`src/rtl/meter_reading_tx_if.sv`:
```
// rtl/meter_reading_tx_if.sv - meter pulse input, billing request and byte stream bundle
interface meter_reading_tx_if;
  logic        pulse_in;
  logic        req;
  logic [7:0]  tx_data;
  logic        tx_valid;
  logic        tx_ready;
  logic        busy;
  logic [12:0] units;

  modport master (
    input  pulse_in,
    input  req,
    input  tx_ready,
    output tx_data,
    output tx_valid,
    output busy,
    output units
  );

  modport slave (
    output pulse_in,
    output req,
    output tx_ready,
    input  tx_data,
    input  tx_valid,
    input  busy,
    input  units
  );
endinterface

```
`src/rtl/meter_reading_tx.sv`:
```
// rtl/meter_reading_tx.sv - energy pulse to unit counter with framed meter reading transmitter
// Define FRAME_CHECKSUM_EN to append an XOR checksum byte (6-byte frame instead of 5).
module meter_reading_tx #(
  parameter logic [11:0] METER_ID        = 12'd1000,
  parameter int          PULSES_PER_UNIT = 16
) (
  input  logic               clk,
  input  logic               rst_n,
  meter_reading_tx_if.master bus
);

  localparam logic [7:0] HEADER     = 8'hA5;
  localparam logic [7:0] LAST_PULSE = 8'(PULSES_PER_UNIT - 1);
`ifdef FRAME_CHECKSUM_EN
  localparam logic [2:0] LAST_IDX   = 3'd5;
`else
  localparam logic [2:0] LAST_IDX   = 3'd4;
`endif

  typedef enum logic {IDLE, SEND} state_t;

  state_t      state, stateNext;
  logic [2:0]  byteIdx, byteIdxNext;
  logic [12:0] snapshot, snapshotNext;
  logic [7:0]  txData, txDataNext;
  logic        txValid, txValidNext;
  logic        busy, busyNext;

  logic        pulsePrev;
  logic [7:0]  pulseCnt;
  logic [12:0] units;
  logic        pulseEdge;
  logic        transfer;

  function automatic logic [7:0] frameByte(input logic [2:0] idx, input logic [12:0] snap);
    logic [7:0] b;
    case (idx)
      3'd0:    b = HEADER;
      3'd1:    b = {4'h0, METER_ID[11:8]};
      3'd2:    b = METER_ID[7:0];
      3'd3:    b = {3'b000, snap[12:8]};
      3'd4:    b = snap[7:0];
`ifdef FRAME_CHECKSUM_EN
      3'd5:    b = {4'h0, METER_ID[11:8]} ^ METER_ID[7:0] ^ {3'b000, snap[12:8]} ^ snap[7:0];
`endif
      default: b = 8'h00;
    endcase
    return b;
  endfunction

  assign pulseEdge = bus.pulse_in & ~pulsePrev;
  assign transfer  = txValid & bus.tx_ready;

  // Pulse counting runs regardless of the transmitter state.
  always_ff @(posedge clk or negedge rst_n) begin
    if (!rst_n) begin
      pulsePrev <= 1'b0;
      pulseCnt  <= 8'd0;
      units     <= 13'd0;
    end else begin
      pulsePrev <= bus.pulse_in;
      if (pulseEdge) begin
        if (pulseCnt == LAST_PULSE) begin
          pulseCnt <= 8'd0;
          units    <= units + 13'd1;
        end else begin
          pulseCnt <= pulseCnt + 8'd1;
        end
      end
    end
  end

  always_ff @(posedge clk or negedge rst_n) begin
    if (!rst_n) begin
      state    <= IDLE;
      byteIdx  <= 3'd0;
      snapshot <= 13'd0;
      txData   <= 8'h00;
      txValid  <= 1'b0;
      busy     <= 1'b0;
    end else begin
      state    <= stateNext;
      byteIdx  <= byteIdxNext;
      snapshot <= snapshotNext;
      txData   <= txDataNext;
      txValid  <= txValidNext;
      busy     <= busyNext;
    end
  end

  // Snapshot takes the registered units value, so a unit completing in the
  // request cycle shows up only in the next reading.
  always_comb begin
    stateNext    = state;
    byteIdxNext  = byteIdx;
    snapshotNext = snapshot;
    txDataNext   = txData;
    txValidNext  = txValid;
    busyNext     = busy;
    case (state)
      IDLE: begin
        if (bus.req) begin
          stateNext    = SEND;
          byteIdxNext  = 3'd0;
          snapshotNext = units;
          txDataNext   = HEADER;
          txValidNext  = 1'b1;
          busyNext     = 1'b1;
        end
      end
      SEND: begin
        if (transfer) begin
          if (byteIdx == LAST_IDX) begin
            stateNext   = IDLE;
            byteIdxNext = 3'd0;
            txDataNext  = 8'h00;
            txValidNext = 1'b0;
            busyNext    = 1'b0;
          end else begin
            byteIdxNext = byteIdx + 3'd1;
            txDataNext  = frameByte(byteIdx + 3'd1, snapshot);
          end
        end
      end
      default: stateNext = IDLE;
    endcase
  end

  assign bus.tx_data  = txData;
  assign bus.tx_valid = txValid;
  assign bus.busy     = busy;
  assign bus.units    = units;

endmodule
```
`src/flat_wrapper.sv`:
```
// flat-port wrapper written by rule: the top's interface ports become plain ports
module meter_reading_tx_flat 
#(
  parameter logic [11:0] METER_ID        = 12'd1000,
  parameter int          PULSES_PER_UNIT = 16
)
  (clk, rst_n, bus_pulse_in, bus_req, bus_tx_ready, bus_tx_data, bus_tx_valid, bus_busy, bus_units);
  meter_reading_tx_if bus_i ();
  input  logic clk;
  input  logic rst_n;
  input wire logic [$bits(bus_i.pulse_in)-1:0] bus_pulse_in;
  input wire logic [$bits(bus_i.req)-1:0] bus_req;
  input wire logic [$bits(bus_i.tx_ready)-1:0] bus_tx_ready;
  output wire logic [$bits(bus_i.tx_data)-1:0] bus_tx_data;
  output wire logic [$bits(bus_i.tx_valid)-1:0] bus_tx_valid;
  output wire logic [$bits(bus_i.busy)-1:0] bus_busy;
  output wire logic [$bits(bus_i.units)-1:0] bus_units;
  assign bus_i.pulse_in = bus_pulse_in;
  assign bus_i.req = bus_req;
  assign bus_i.tx_ready = bus_tx_ready;
  assign bus_tx_data = bus_i.tx_data;
  assign bus_tx_valid = bus_i.tx_valid;
  assign bus_busy = bus_i.busy;
  assign bus_units = bus_i.units;
  meter_reading_tx #(.METER_ID(METER_ID), .PULSES_PER_UNIT(PULSES_PER_UNIT)) u_core (.clk(clk), .rst_n(rst_n), .bus(bus_i));
endmodule
```
`config.mk`:
```
export PLATFORM = sky130hd
export DESIGN_NAME = meter_reading_tx_flat
export DESIGN_NICKNAME = d
export VERILOG_FILES = /design/src/rtl/meter_reading_tx_if.sv /design/src/rtl/meter_reading_tx.sv /design/src/flat_wrapper.sv
export SDC_FILE = /design/constraint.sdc
export NUM_CORES = 1
export LEC_CHECK = 0
export BUFFER_PORTS_ARGS = -buffer_cell sky130_fd_sc_hd__buf_4
export CORE_ASPECT_RATIO = 1.1
export CORE_MARGIN = 2
export CORE_UTILIZATION = 61
export DETAILED_ROUTE_END_ITERATION = 6
export GPL_TIMING_DRIVEN = 0
export PLACE_DENSITY = 0.89
export SYNTH_ARGS = -nofsm -noshare
export SYNTH_HDL_FRONTEND = slang
export SYNTH_SLANG_ARGS = --single-unit
```
`constraint.sdc`:
```
create_clock -name clk -period 4.5 [get_ports clk]
set_input_delay 0.225 -clock clk [delete_from_list [all_inputs] [get_ports clk]]
set_output_delay 0.225 -clock clk [all_outputs]
set_load 0.02 [all_outputs]
```
==> run summary <==
Max cap viols: 0
Post-DP HPWL: 3260 um
WL/cell: 14.7 um
Antenna violations before repair: 0
Register area share after synthesis: 53.6%
Status: complete, no violations
Dpl ws: 2.59 ns
Die area: 4170 um2
Power Density: 513 nW/um2
I/O pin total: 28
Maximum VDD drop: 0.389 mV
Hold WC Path Type: input port to flop
Synth top area share: 53.6%
Final hold violation count: 0
Slew @ Worst Pin: 0.651 ns
Post-route minimum period: 2.00 ns
Hold Crit Endpoint: u_core.pulsePrev
Layout cells sized above 1: 15.3%
Count of cells resized by post-cts repair: 0
Hold path cells: 1
GPL Wtd Cong: 0.915
Min-delay src: bus_pulse_in
Post-synthesis cell area: 2240 um2
Slew Limit Fails: 0
Total number of vias: 1746
Synth Instances: 225
Critical path data arrival time: 2.20 ns
Initial core utilization: 62.8%
CTS tree: done
Max Root-Sink Buffers: 2
Root buffer cell: clkbuf_8
Die Y: 67.6 um
Worst slew margin: 56.3%
Vias in the first global route: 1665
DRC errors left: 0
R2r setup slk: 2.50 ns
Total grt overflow: 0
Syn_nets: 237
EDFF count, synth: 0
Number of H-tree levels: 2
IO buf count: 27
Core Region: 3570 um2
Reg2reg end: u_core.bus.tx_data[2]
Hold WS: 0.0495 ns
Critical path class: flop to flop
Worst r2r src: u_core.byteIdx[0]
GRT Overall Usage: 24.9%
TritonCTS buffer count: 5
Sequential cell area: 1200 um2
Pleak: 1.29 nW
DRT Wirelength: 4570 um
CP required: 4.70 ns
Area Overhead vs Synth: 17.1%
Clock sinks: 48
Via/cell ratio: 5.61
Post-DRT Antenna Nets: 0
Nets: 272
Placed cell count: 302
Ys flop type: dfrtp_1
Rows: 23
Top post-synthesis cells by area: dfrtp_1 54%, nand2_1 9.7%, xnor2_1 5.9%
Yosys reg bits: 48
DRT Pass-1 Iters: 4
CP endpoint kind: flop
CTS clock-pin slew for the worst setup and hold paths: 0.08 ns
Synth cell count leaders: 58 x nand2_1, 48 x dfrtp_1, 15 x o21ai_0, 15 x xnor2_1
Clock Latency Late Sink: 0.31 ns
Setup_tns: 0 ns
Area leader, netlist: dfrtp_1
Layout Cells excl Fill: 311
Post-CTS Setup Bufs: 0
Clock skew: 0.00605 ns
Antenna Cells: 0
Filler cell count: 282
CP Launch Type: flop
Unique cell type count in the Yosys netlist: 36
Post-synth ARST share: 100%
Avg Inst Size Synth: 9.95 um2
RSZ-0062 raised after global routing: false
Starting DRT DRC Count: 94
Multi-input logic area: 982 um2
Die W: 61.8 um
Top-count cell post-synth: nand2_1
Largest net degree at the start of global routing: 49
Highest Clock Rate: 501 MHz
Yosys warnings: 0
First-pass GRT wire length: 7380 um
Period utilization: 44.4%
Final WS setup: 2.50 ns
R2r worst-path depth: 4
Final setup viols: 0
Worst-path fanout max: 8
[critical path, cell delays in order, from the launching register on]
cell	delay [ns]
dfrtp_1	0.46
ha_1	0.30
xnor2_1	0.57
a21oi_1	0.17
o41ai_1	0.38
[metrics by stage]
| step | util [%] | power [mW] | area, um2 |
|---|---|---|---|
| 5_1_grt | 73.5 | 1.44 | 2620 |
| 2_1_floorplan | - | 0.886 | 2240 |
| 3_5_place_dp | 70.2 | 1.04 | 2500 |
| 6_report | 73.5 | 1.35 | 2620 |
| 4_1_cts | 73.5 | 1.34 | 2620 |
| 3_3_place_gp | 70.2 | 1.01 | 2500 |
[logic make-up (layout without fill, tap and decap cells)]
family	after synthesis	count (layout)	share of synthesized area, %
simple gates	103	103	22.2
flops	48	48	53.6
compound gates	34	34	9.33
xor+xnor	19	19	7.43
buf+inv	12	48	2.51
fa+ha+maj	7	7	3.91
mux	2	2	1.01
[worst max path at each step]
stage	startpoint	endpoint	slack, ns	cells past startpoint
final	u_core.byteIdx[0]	u_core.bus.tx_data[2]	2.50	4
after global routing	u_core.byteIdx[0]	u_core.bus.tx_data[0]	2.31	5
after CTS	u_core.pulseCnt[5]	u_core.bus.units[9]	2.57	5
after detailed placement	u_core.pulseCnt[5]	u_core.bus.units[9]	2.59	5
after global placement	u_core.pulseCnt[5]	u_core.bus.units[9]	2.60	5
after floorplan	u_core.pulseCnt[5]	u_core.bus.units[9]	2.70	5
[flip-flops by register name, summed over array words and instances (netlist names)]
| signal | count |
|---|---|
| u_core.bus.units | 13 |
| u_core.bus.tx_data | 8 |
| u_core.snapshot | 13 |
| u_core.byteIdx | 3 |
| u_core.state | 1 |
| u_core.bus.tx_valid | 1 |
| u_core.pulseCnt | 8 |
| u_core.pulsePrev | 1 |
[power breakdown]
group	total [mW]	switching, mW	internal (mW)
combinational	0.462	0.280	0.182
clock	0.311	0.146	0.165
sequential	0.573	0.0690	0.504
[area by class of cell]
type,count,share of cell area [%]
plain buffers,9,1.72
clock buffers,6,2.77
clock inverters,2,1.34
inverters,3,0.429
multi-input cells,165,37.5
flip-flops and latches,48,45.8
well taps,50,2.39
repair buffers,28,8.11
[cells in the final DEF, fill, tap and decap left out, types with 2 or more instances in the layout]
cell type / netlist / final
and4_1: 2 / 2
and3_1: 2 / 2
xnor2_1: 15 / 15
ha_1: 7 / 7
a211o_1: 2 / 2
o31ai_1: 2 / 2
nand3_1: 13 / 13
clkbuf_8: 0 / 5
a21oi_1: 7 / 7
buf_4: 1 / 28
nand4_1: 3 / 3
xor2_1: 4 / 4
dfrtp_1: 48 / 48
nor4_4: 2 / 2
clkbuf_1: 7 / 8
a22o_1: 3 / 3
nor2b_1: 2 / 2
o21ai_0: 15 / 15
nor2_1: 13 / 13
nand2_1: 58 / 58
inv_1: 3 / 3
[per-layer routing]
layer | GRT usage, % | vias up | part of all wire, %
met5 | 0 | - | 0
met4 | 9.31 | 0 | 2.1
met3 | 7.28 | 9 | 4.2
met2 | 45.4 | 41 | 55
met1 | 26.4 | 866 | 39
li1 | - | 830 | -
[what timing repair did]
item                       CTS  global route
setup endpoints to repair    0             0
hold buffers                 1             0
hold endpoints to repair    48             0
(Power assumes the default switching activity.)
